### src/rtl/prog_loader_pkg.sv
// Shared loader definitions: FSM state encoding, frame constants, default sizes.
package prog_loader_pkg;

    typedef enum logic [2:0] {
        S_IDLE = 3'd0,
        S_LEN0 = 3'd1,
        S_LEN1 = 3'd2,
        S_DATA = 3'd3,
        S_CHK  = 3'd4,
        S_DONE = 3'd5,
        S_ERR  = 3'd6
    } state_e;

    // Frame layout: little-endian 16-bit word count, payload, one XOR byte.
    localparam int LEN_BYTES         = 2;
    localparam int CHK_BYTES         = 1;
    localparam int DEFAULT_MAX_WORDS = 16384;

endpackage

### src/rtl/prog_loader_timeout.sv
// Idle-cycle counter with clear, enable and an early terminal-count flag.
module loader_timeout #(
    parameter int TIMEOUT_CYC = 1000000
) (
    input  logic clock,
    input  logic reset,
    input  logic clr_i,
    input  logic en_i,
    output logic tc_o
);

    localparam int CW = (TIMEOUT_CYC > 2) ? $clog2(TIMEOUT_CYC) : 1;

    logic [CW-1:0] cnt_q;

    // Count idle cycles; any clear wins over enable.
    always_ff @(posedge clock or posedge reset) begin
        if (reset)      cnt_q <= '0;
        else if (clr_i) cnt_q <= '0;
        else if (en_i)  cnt_q <= cnt_q + 1'b1;
    end

    // Flag one cycle early so the owner changes state on the same edge the
    // count reaches TIMEOUT_CYC-1.
    assign tc_o = en_i && !clr_i && (cnt_q == CW'(TIMEOUT_CYC - 2));

endmodule

### src/rtl/prog_loader.sv
// Byte-stream program loader: parses a length/payload/checksum frame and
// writes 32-bit words into program RAM while holding the CPU in reset.
module prog_loader
    import prog_loader_pkg::*;
#(
    parameter int ADDR_W      = 14,
    parameter int MAX_WORDS   = DEFAULT_MAX_WORDS,
    parameter int TIMEOUT_CYC = 1000000
) (
    input  logic              clock,
    input  logic              reset,
    input  logic              start,
    input  logic              byte_valid,
    input  logic [7:0]        byte_data,
    output logic              byte_ready,
    output logic              mem_we,
    output logic [ADDR_W-1:0] mem_addr,
    output logic [31:0]       mem_wdata,
    output logic              cpu_hold,
    output logic              busy,
    output logic              done,
    output logic              error
);

    state_e              state_q, state_d;
    logic [15:0]         count_q, count_d;
    logic [ADDR_W-1:0]   word_idx_q, word_idx_d;
    logic [1:0]          byte_cnt_q, byte_cnt_d;
    logic [31:0]         shreg_q, shreg_d;
    logic [7:0]          chk_q, chk_d;
    logic                we_q, we_d;
    logic [ADDR_W-1:0]   addr_q, addr_d;
    logic [31:0]         wdata_q, wdata_d;
    logic                loading, accept, tmo_tc;
    logic [15:0]         new_count;

    assign loading    = (state_q == S_LEN0) || (state_q == S_LEN1) ||
                        (state_q == S_DATA) || (state_q == S_CHK);
    assign accept     = byte_valid && loading;
    assign new_count  = {byte_data, count_q[7:0]};

    assign byte_ready = loading;
    assign busy       = loading;
    assign cpu_hold   = loading || (state_q == S_ERR);
    assign done       = (state_q == S_DONE);
    assign error      = (state_q == S_ERR);
    assign mem_we     = we_q;
    assign mem_addr   = addr_q;
    assign mem_wdata  = wdata_q;

    // Counter is held clear outside a download so each frame starts fresh.
    loader_timeout #(.TIMEOUT_CYC(TIMEOUT_CYC)) u_tmo (
        .clock (clock),
        .reset (reset),
        .clr_i (accept || !loading),
        .en_i  (loading && !accept),
        .tc_o  (tmo_tc)
    );

    // State and datapath registers; reset aborts any write in flight.
    always_ff @(posedge clock or posedge reset) begin
        if (reset) begin
            state_q    <= S_IDLE;
            count_q    <= '0;
            word_idx_q <= '0;
            byte_cnt_q <= '0;
            shreg_q    <= '0;
            chk_q      <= '0;
            we_q       <= 1'b0;
            addr_q     <= '0;
            wdata_q    <= '0;
        end else begin
            state_q    <= state_d;
            count_q    <= count_d;
            word_idx_q <= word_idx_d;
            byte_cnt_q <= byte_cnt_d;
            shreg_q    <= shreg_d;
            chk_q      <= chk_d;
            we_q       <= we_d;
            addr_q     <= addr_d;
            wdata_q    <= wdata_d;
        end
    end

    // Frame parser: next state, word assembly, checksum and write strobe.
    always_comb begin
        state_d    = state_q;
        count_d    = count_q;
        word_idx_d = word_idx_q;
        byte_cnt_d = byte_cnt_q;
        shreg_d    = shreg_q;
        chk_d      = chk_q;
        we_d       = 1'b0;
        addr_d     = addr_q;
        wdata_d    = wdata_q;

        case (state_q)
            S_IDLE, S_DONE, S_ERR: begin
                if (start) begin
                    state_d    = S_LEN0;
                    count_d    = '0;
                    word_idx_d = '0;
                    byte_cnt_d = '0;
                    shreg_d    = '0;
                    chk_d      = '0;
                end
            end
            S_LEN0: begin
                if (accept) begin
                    count_d[7:0] = byte_data;
                    state_d      = S_LEN1;
                end
            end
            S_LEN1: begin
                if (accept) begin
                    count_d = new_count;
                    if (32'(new_count) > 32'(MAX_WORDS)) state_d = S_ERR;
                    else if (new_count == 16'd0)         state_d = S_CHK;
                    else                                  state_d = S_DATA;
                end
            end
            S_DATA: begin
                if (accept) begin
                    shreg_d    = {byte_data, shreg_q[31:8]};
                    chk_d      = chk_q ^ byte_data;
                    byte_cnt_d = byte_cnt_q + 2'd1;
                    if (byte_cnt_q == 2'd3) begin
                        we_d       = 1'b1;
                        addr_d     = word_idx_q;
                        wdata_d    = {byte_data, shreg_q[31:8]};
                        word_idx_d = word_idx_q + 1'b1;
                        if (word_idx_q == ADDR_W'(count_q - 16'd1))
                            state_d = S_CHK;
                    end
                end
            end
            S_CHK: begin
                if (accept) state_d = (byte_data == chk_q) ? S_DONE : S_ERR;
            end
            default: state_d = S_IDLE;
        endcase

        if (tmo_tc) state_d = S_ERR;
    end

endmodule

### config.mk
export PLATFORM = sky130hd
export DESIGN_NAME = prog_loader
export DESIGN_NICKNAME = d
export VERILOG_FILES = /design/src/rtl/prog_loader_pkg.sv /design/src/rtl/prog_loader_timeout.sv /design/src/rtl/prog_loader.sv
export SDC_FILE = /design/constraint.sdc
export NUM_CORES = 1
export LEC_CHECK = 0
export ABC_AREA = 1
export BUFFER_PORTS_ARGS = -buffer_cell sky130_fd_sc_hd__buf_2
export CORE_MARGIN = 8
export CORE_UTILIZATION = 64
export CTS_CLUSTER_DIAMETER = 150
export DETAILED_ROUTE_END_ITERATION = 10
export PLACE_DENSITY = 0.94
export SLEW_MARGIN = 10
export SYNTH_ARGS = -nofsm -noshare
export SYNTH_HDL_FRONTEND = slang
export SYNTH_HIERARCHICAL = 1
export SYNTH_SLANG_ARGS = --single-unit
export TNS_END_PERCENT = 30
### constraint.sdc
create_clock -name clock -period 7.5 [get_ports clock]
set_input_delay 1.125 -clock clock [delete_from_list [all_inputs] [get_ports clock]]
set_output_delay 1.125 -clock clock [all_outputs]
set_load 0.02 [all_outputs]
==> parameters.txt, run 1 <==
Parameter                              Value

Clocking
  Clk buf depth ... 2
  PostCTS Resize Cnt ... 0
  Clk Latency, worst-skew pair ... between 0.5 and 0.6 ns
  H-tree depth ... 4
  Number of clock buffers inserted by TritonCTS ... 17
  Root buffer cell ... clkbuf_8
  Setup repair bufs after CTS ... 0
  Cts-stage hold buffer count ... 0
  Clock transition at the registers of the reported paths ... 0.06 ns
  Sinks on Clock Net ... 132
  Clock tree from TritonCTS ... built

Yosys
  Yosys warning total ... 6
  Portion of netlist area occupied by mux cells ... 0
  Post-synthesis adder-cell area fraction ... 0.01144
  Syn Inst Count ... ~800
  Number of unique standard cell types used by synthesis ... slightly above 40
  Fraction of the mapped netlist area in compound gates ... 0.1066
  Post-synthesis area per instance ... just over 8 sq um
  Mapped Area ... between 6000 and 7000 sq um
  FF+latch count, synth ... ~130
  Syn nets ... between 800 and 900
  Main combinational cell family by area after synthesis ... simple AND/OR/NAND/NOR gates
  Synth Area in XOR/XNOR ... 0.02403
  Sequential share of the synthesized area ... 0.5034
  Simple-gate portion of the synthesized area ... 0.2715

Worst setup path
  Worst-path cell with the longest stage delay ... dfrtp_1
  Kind of end point of the critical path ... primary output
  Critical Path Start Type ... flop
  Type of the worst setup path ... reg -> out
  Worst EP required ... approximately 6.4 ns
  Most used cell, CP ... inv_2
  Crit-path cells ... inv_2 -> nor3_4 -> nor2_1 -> nand2_2 -> inv_2 -> nand2_1 -> buf_2
  Top fanout value on the critical path ... 11
  Maximum single-stage delay on the critical path ... roughly 0.46 ns
  Crit path DAT ... roughly 2 ns

Detailed routing
  Vias per std cell ... approximately 5.7
  Iteration count of the initial detailed-routing pass ... 6
  Detailed Route Iter0 Violations ... 612
  Via count of the routed design ... approximately 5.8k
  Detail-routed net length per standard cell ... 16.23 um
  Count of nets left with antenna violations after detail routing ... 0
  # DRC ... 0
  Routed WL ... between 15,000 and 20,000 um

Layout
  Area used by multi-input combinational logic ... between 2000 and 3000 sq um
  FF/Latch Area ... 3303 sq um
  Area delta synth->final ... 14.84%
  Fraction of final layout cells sized beyond drive strength 1 ... 0.1701
  Filler cells ... ~700
  Total number of nets in the final design ... 881
  # diodes ... 0

STA
  Final sum of negative setup slack ... 0 ns
  Tightest Pin Transition ... about 1.2 ns
  Number of setup violations in the final report ... 0
  Final worst-path setup slack ... ~4.3 ns
  Worst slew margin ... 0.2184
  Hold violation count in the final report ... 0
  Max Fclk ... between 300 and 400 MHz
  Setup repair after global routing missed its margin ... no
  Worst-case clock skew ... 0.01115 ns
  Max Transition Viols Final ... 0
  Post-route minimum period ... 3.172 ns
  Tcrit/Tclk final ... 0.4229

Floorplanning
  Floorplan die area ... between 10,000 and 15,000 sq um
  Area inside the core boundary ... approximately 10,000 sq um
  Die width ... about 120 um
  Die H ... 117.3 um
  Starting utilization of the core area ... 0.6472
  Total I/O pin count ... between 60 and 70
  Std cell rows ... 37

Placed design
  Routability congestion estimate ... slightly above 0.9
  Detailed placer's ending HPWL ... 10,580 um
  Pre-CTS WS ... ~4.3 ns
  IO Port Bufs ... 63

Global route
  All-Layer GR Usage ... 0.2562
  Via count of the first global-routing pass ... approximately 5.7k
  Total congestion overflow ... 0
  Number of antenna violations at the first check in global routing ... 0
  Pin count of the biggest net entering global routing ... 88
  Wire length of the first global-routing pass ... 27,500 um

Worst hold path
  Classification of the worst-slack hold path ... reg -> reg

Power
  Part of the power in combinational logic ... 0.381
  Cell leakage power ... 3.801 nW
  Switching power ... approximately 1.2 mW
  PD cells ... 369.4 nW/um^2
  Part of the total power dissipated in the clock network ... 0.291
  Reg power frac ... 0.328
  Switching power as a share of total power ... 0.4336
  Cell-internal power ... 1.577 mW
  Max VDD drop ... 233.4 uV

Job
  Number of violations of the max-capacitance limit ... 0

Status
  Run status ... completed
flip-flops by register name, indices dropped and copies added, names as in the netlist:
signal / count
byte_cnt_q: 2
chk_q: 8
count_q: 14
mem_addr: 14
mem_wdata: 32
mem_we: 1
shreg_q: 24
state_q: 3
u_tmo/cnt_q: 20
word_idx_q: 14
synthesized netlist by cell type (all sizes together):
cell type / instances / area (sq um)
o22ai: 24 / 150.1
dfrtp: 132 / 3303
o21ai: 80 / 411.7
nand3b: 5 / 37.54
o21bai: 1 / 7.510
nor3b: 3 / 22.52
o31ai: 2 / 15.01
nor2: 74 / 366.6
nor4: 3 / 25.02
a21oi: 20 / 107.6
nand3: 61 / 320.3
ha: 6 / 75.07
inv: 111 / 421.7
xor2: 6 / 52.55
nand4: 8 / 50.05
nand2: 213 / 832.1
and3: 1 / 6.260
clkbuf: 11 / 41.29
buf: 11 / 77.56
clkinv: 1 / 3.750
xnor2: 12 / 105.1
a211oi: 1 / 7.510
nor3: 15 / 107.6
nor2b: 1 / 13.76
cells by family after synthesis:
kind of cell	count (synthesis)
DFF	132
adders and majority gates	6
AOI/OAI and AO/OA	128
xor gates and xnor gates	18
buffers and inverters	134
and+or+nand+nor	384
power groups by stage:
stage | clock network [mW] | registers (mW) | logic, mW
6_report | 0.810 | 0.914 | 1.06
3_5_place_dp | 0 | 0.920 | 1.01
3_3_place_gp | 0 | 0.913 | 0.973
4_1_cts | 0.814 | 0.911 | 1.05
5_1_grt | 0.849 | 0.925 | 1.20
2_1_floorplan | 0 | 0.911 | 0.827
worst paths after layout:
| kind | start | endpoint | slack, ns | cells past startpoint |
|---|---|---|---|---|
| max | state_q[1] | cpu_hold | 4.33 | 7 |
| min | mem_addr[7] | mem_addr[7] | 0.48 | 2 |
| max reg2reg | state_q[1] | word_idx_q[5] | 4.47 | 11 |
| min reg2reg | mem_addr[7] | mem_addr[7] | 0.48 | 2 |
| max in group asynchronous | reset | mem_addr[13] | 5.58 | 3 |
| min in group asynchronous | reset | mem_wdata[20] | 0.62 | 2 |
worst max-delay path: cells and delay by family, from the launching register on:
| family | cells | cell delay, ns |
|---|---|---|
| buffers and inverters | 3 | 0.32 |
| flip-flops | 1 | 0.46 |
| AND/OR/NAND/NOR | 4 | 0.75 |
cells in the final DEF (no fill, tap or decap), types with 2 or more instances in the layout:
cell and instances:
inv_8 3, nand3_2 3, nor4_1 2, nor2_1 60, a21oi_1 18, o31ai_1 2
o21ai_1 12, nand2_2 10, nor2_2 5, nand4_1 8, clkbuf_16 16, xnor2_1 12
inv_6 5, nand3b_1 5, xor2_1 6, a21oi_2 2, nor3_4 2, inv_2 13
o21ai_0 67, nor2_4 8, nor3b_1 3, buf_2 63, ha_1 6, inv_4 3
nand3_1 58, dfrtp_1 132, o22ai_1 24, nand2_1 202, inv_1 95, nor3_2 2
clkinv_8 6, nor3_1 11
cell type report:
type,count,share of cell area
sequential,132,0.4384
multi-input combinational,536,0.3602
inverter,112,0.05679
clock buffer,17,0.05497
timing repair buffer,64,0.04284
clock inverter,15,0.02424
tap,136,0.02258
layer usage:
| metal | GRT usage | wire, um | vias up |
|---|---|---|---|
| met3 | 0.05028 | 1320 | 81 |
| met5 | 0 | 0 | - |
| met2 | 0.4303 | 8055 | 289 |
| met4 | 0.1305 | 813 | 0 |
| met1 | 0.3080 | 6239 | 2721 |
| li1 | - | - | 2710 |
through the flow:
step           total power, mW    util  cells  hold slack [ns]  instance area (sq um)
5_1_grt                  2.971  0.7432   1012           0.5046                   7535
6_report                 2.784  0.7432   1012           0.4761                   7535
4_1_cts                  2.773  0.7432   1012           0.4760                   7535
2_1_floorplan            1.738       -    802           0.4459                   6561
3_3_place_gp             1.886  0.6843    980           0.4497                   6938
3_5_place_dp             1.934  0.6843    980           0.4560                   6938
No activity file was read; power rests on OpenSTA's default activity.
==> run 2, diff against run 1 <==
Settings changed: CORE_UTILIZATION 64 to 54, PLACE_DENSITY 0.94 to 0.86.
Clock period 7.5 ns to 2.84 ns, I/O delays scaled along.
==> run 2 against run 1 <==
Compared with the run above:
- sequential share of layout area fell by 0.65 points
- clock-buffer cell count rose by 5
- utilization fell by 10 points
- clock power rose to 3.0 times the previous value
- global-route usage fell by 4.7 points
- sequential cell count did not move
- routed wire length fell by 2.4%
- non-clock buffer count rose by 4
- first-iteration DRC count fell by 24%
- die area rose by 16%
- critical endpoint is now u_tmo/cnt_q[4]
- largest power group unchanged
==> parameters.txt, run 2 (synthesized netlist as in run 1, its figures left out) <==
Parameter                              Value

Status
  Run status ... completed (unchanged)

Global route
  Met1 demand-to-capacity share in global routing ... 0.2529 (was 0.3080)
  Total congestion overflow ... 0 (unchanged)
  All-Layer GR Usage ... 0.2090 (was 0.2562)
  Met2 Usage GRT ... 0.3396 (was 0.4303)
  Wire length of the first global-routing pass ... 26,630 um (was 27,500 um)
  GR met3 Demand/Resource ... 0.05401 (was 0.05028)
  Number of antenna violations at the first check in global routing ... 0 (unchanged)
  Via count of the first global-routing pass ... 5,487 (was 5,746)
  Pin count of the biggest net entering global routing ... 88 (unchanged)
  Global-route layer with the greatest usage ... met2 (unchanged)

Worst setup path
  Worst-path cell with the longest stage delay ... dfrtp_1 (unchanged)
  Reg-to-reg setup timing slack ... 0.52 ns (was 4.47 ns)
  Top fanout value on the critical path ... 18 (was 11)
  Critical Path Start Type ... flop (unchanged)
  Critical path launch point ... state_q[2] (was state_q[1])
  Type of the worst setup path ... reg -> reg (was reg -> out)
  Maximum single-stage delay on the critical path ... 0.44 ns (was 0.46 ns)
  CP Capture Point ... u_tmo/cnt_q[4] (was cpu_hold)
  Crit-path cells ... inv_1 -> nor3_1 -> nor2_1 -> nand2_2 -> inv_2 -> nor2_4 -> inv_2 -> inv_1 -> o21ai_0 -> nor2_1 (was inv_2 -> nor3_4 -> nor2_1 -> nand2_2 -> inv_2 -> nand2_1 -> buf_2)
  Crit path DAT ... 2.66 ns (was 2.05 ns)
  Worst EP required ... 3.18 ns (was 6.38 ns)
  Kind of end point of the critical path ... flop (was primary output)
  FF-to-FF End ... u_tmo/cnt_q[4] (was word_idx_q[5])
  Reg2Reg Depth ... 10 (was 11)
  Reg2Reg Launch Point ... state_q[2] (was state_q[1])

Layout
  Utilization after layout ... 0.6394 (was 0.7432)
  Commonest non-fill, non-tap cell in the layout ... nand2_1 (unchanged)
  Flip-flop count of the largest register, all copies and words added ... 32 (unchanged)
  Summed area of non-filler cells in the final layout ... 7649 sq um (was 7535 sq um)
  Final cell count without fillers ... 1,027 (was 1,012)
  Total number of nets in the final design ... 885 (was 881)
  Fraction of final layout cells sized beyond drive strength 1 ... 0.1727 (was 0.1701)
  # diodes ... 0 (unchanged)
  Commonest non-fill, non-tap cells in the layout ... 202 x nand2_1, 132 x dfrtp_1, 95 x inv_1 (unchanged)
  Area delta synth->final ... 16.57% (was 14.84%)

STA
  Post-route minimum period ... between 2 and 2.5 ns
  Hold violation count in the final report ... 0 (unchanged)
  Max Transition Viols Final ... 0 (unchanged)
  Final worst hold slack ... 0.1052 ns (was 0.4761 ns)
  Worst-case clock skew ... 0.006089 ns (was 0.01115 ns)
  Final worst-path setup slack ... 0.5184 ns (was 4.328 ns)
  Max Fclk ... 430.7 MHz
  Number of setup violations in the final report ... 0 (unchanged)
  Worst slew margin ... 0.2006 (was 0.2184)
  Tcrit/Tclk final ... 0.8175
  Tightest Pin Transition ... 1.197 ns (was 1.171 ns)
  Setup repair after global routing missed its margin ... no (unchanged)
  Final sum of negative setup slack ... 0 ns (unchanged)

Placed design
  Detailed placer's ending HPWL ... 10,600 um (was 10,580 um)
  IO Port Bufs ... 63 (unchanged)
  Pre-CTS WS ... 0.5539 ns (was 4.291 ns)
  Placed inst area ... 6995 sq um (was 6938 sq um)
  DP Cell Count ... 995 (was 980)
  Routability congestion estimate ... 0.9285 (was 0.9263)

Power
  Cell leakage power ... 3.854 nW (was 3.801 nW)
  Max VDD drop ... 383.3 uV (was 233.4 uV)
  Tot Pwr ... 7.580 mW (was 2.784 mW)
  PD cells ... 991.0 nW/um^2 (was 369.4 nW/um^2)

Clocking
  PostCTS Resize Cnt ... 0 (unchanged)
  Root buffer cell ... clkbuf_16 (was clkbuf_8)
  Clk Latency, worst-skew pair ... 0.42 ns (was 0.53 ns)
  Clk buf depth ... 2 (unchanged)
  Sinks on Clock Net ... 132 (unchanged)
  Clock transition at the registers of the reported paths ... 0.06 ns (about the same)
  H-tree depth ... 4 (unchanged)
  Number of clock buffers inserted by TritonCTS ... 17 (unchanged)
  Clock tree from TritonCTS ... built (unchanged)
  Cts-stage hold buffer count ... 0 (unchanged)
  Setup repair bufs after CTS ... 0 (unchanged)

Detailed routing
  Via count of the routed design ... 5,607 (was 5,801)
  # DRC ... 0 (unchanged)
  Detailed Route Iter0 Violations ... 467 (was 612)
  Detail-routed net length per standard cell ... 15.61 um (was 16.23 um)
  Vias per std cell ... 5.460 (was 5.732)
  Count of nets left with antenna violations after detail routing ... 0 (unchanged)
  Iteration count of the initial detailed-routing pass ... 5 (was 6)
  Routed WL ... 16,030 um (was 16,430 um)

Floorplanning
  Starting utilization of the core area ... 0.5485 (was 0.6472)
  Area inside the core boundary ... 11,960 sq um (was 10,140 sq um)
  Total I/O pin count ... 64 (unchanged)
  Die width ... 126.2 um (was 117.3 um)
  Floorplan die area ... 15,930 sq um (was 13,750 sq um)
  Die H ... 126.2 um (was 117.3 um)
  Std cell rows ... 40 (was 37)

Worst hold path
  Classification of the worst-slack hold path ... in -> async (was reg -> reg)

Job
  Number of violations of the max-capacitance limit ... 0 (unchanged)
run 2: changes by cell type in the layout (fill, tap and decap cells not counted), moves of 3 or more:
cell | previous run | this run
bufinv_16 | 0 | 4
clkinv_8 | 6 | 0
clkbuf_8 | 1 | 4
inv_6 | 5 | 1
clkinv_4 | 0 | 4
buf_4 | 1 | 4
inv_8 | 3 | 0
run 2: critical path, delay by kind of cell, from the launching register on:
kind,cells,cell delay [ns]
buffers and inverters,4,0.70
AND/OR/NAND/NOR,5,0.90
flip-flops,1,0.44
AO/OA/AOI/OAI,1,0.20
run 2: cell type report:
| class | count | area (sq um) |
|---|---|---|
| Sequential cell | 132 | 3303 |
| Multi-Input combinational cell | 536 | 2714 |
| Inverter | 112 | 429.2 |
| Clock buffer | 22 | 484.2 |
| Timing Repair Buffer | 68 | 365.4 |
| Fill cell | 936 | 4313 |
| Tap cell | 147 | 183.9 |
| Clock inverter | 10 | 168.9 |
run 2: power breakdown:
part / switching, mW / total [mW] / internal (mW)
registers: 0.223 / 2.41 / 2.18
clock network: 0.837 / 2.41 / 1.57
logic: 1.92 / 2.77 / 0.848
total: 2.98 / 7.58 / 4.60
run 2: worst min path at each step:
stage                       startpoint        endpoint  slack (ns)  depth (start not counted)
final                            reset      state_q[0]        0.11                          2
after global routing             reset     shreg_q[29]        0.15                          2
after CTS                        reset      state_q[0]        0.12                          2
after detailed placement  mem_addr[13]    mem_addr[13]        0.45                          2
after global placement    mem_addr[13]    mem_addr[13]        0.45                          2
after floorplan                  reset  u_tmo/cnt_q[0]        0.39                          1
run 2: layer usage:
layer,wire length [um],vias up
met3,1010,41
met5,0,-
met1,6823,2667
met2,7663,190
li1,-,2709
met4,531,0
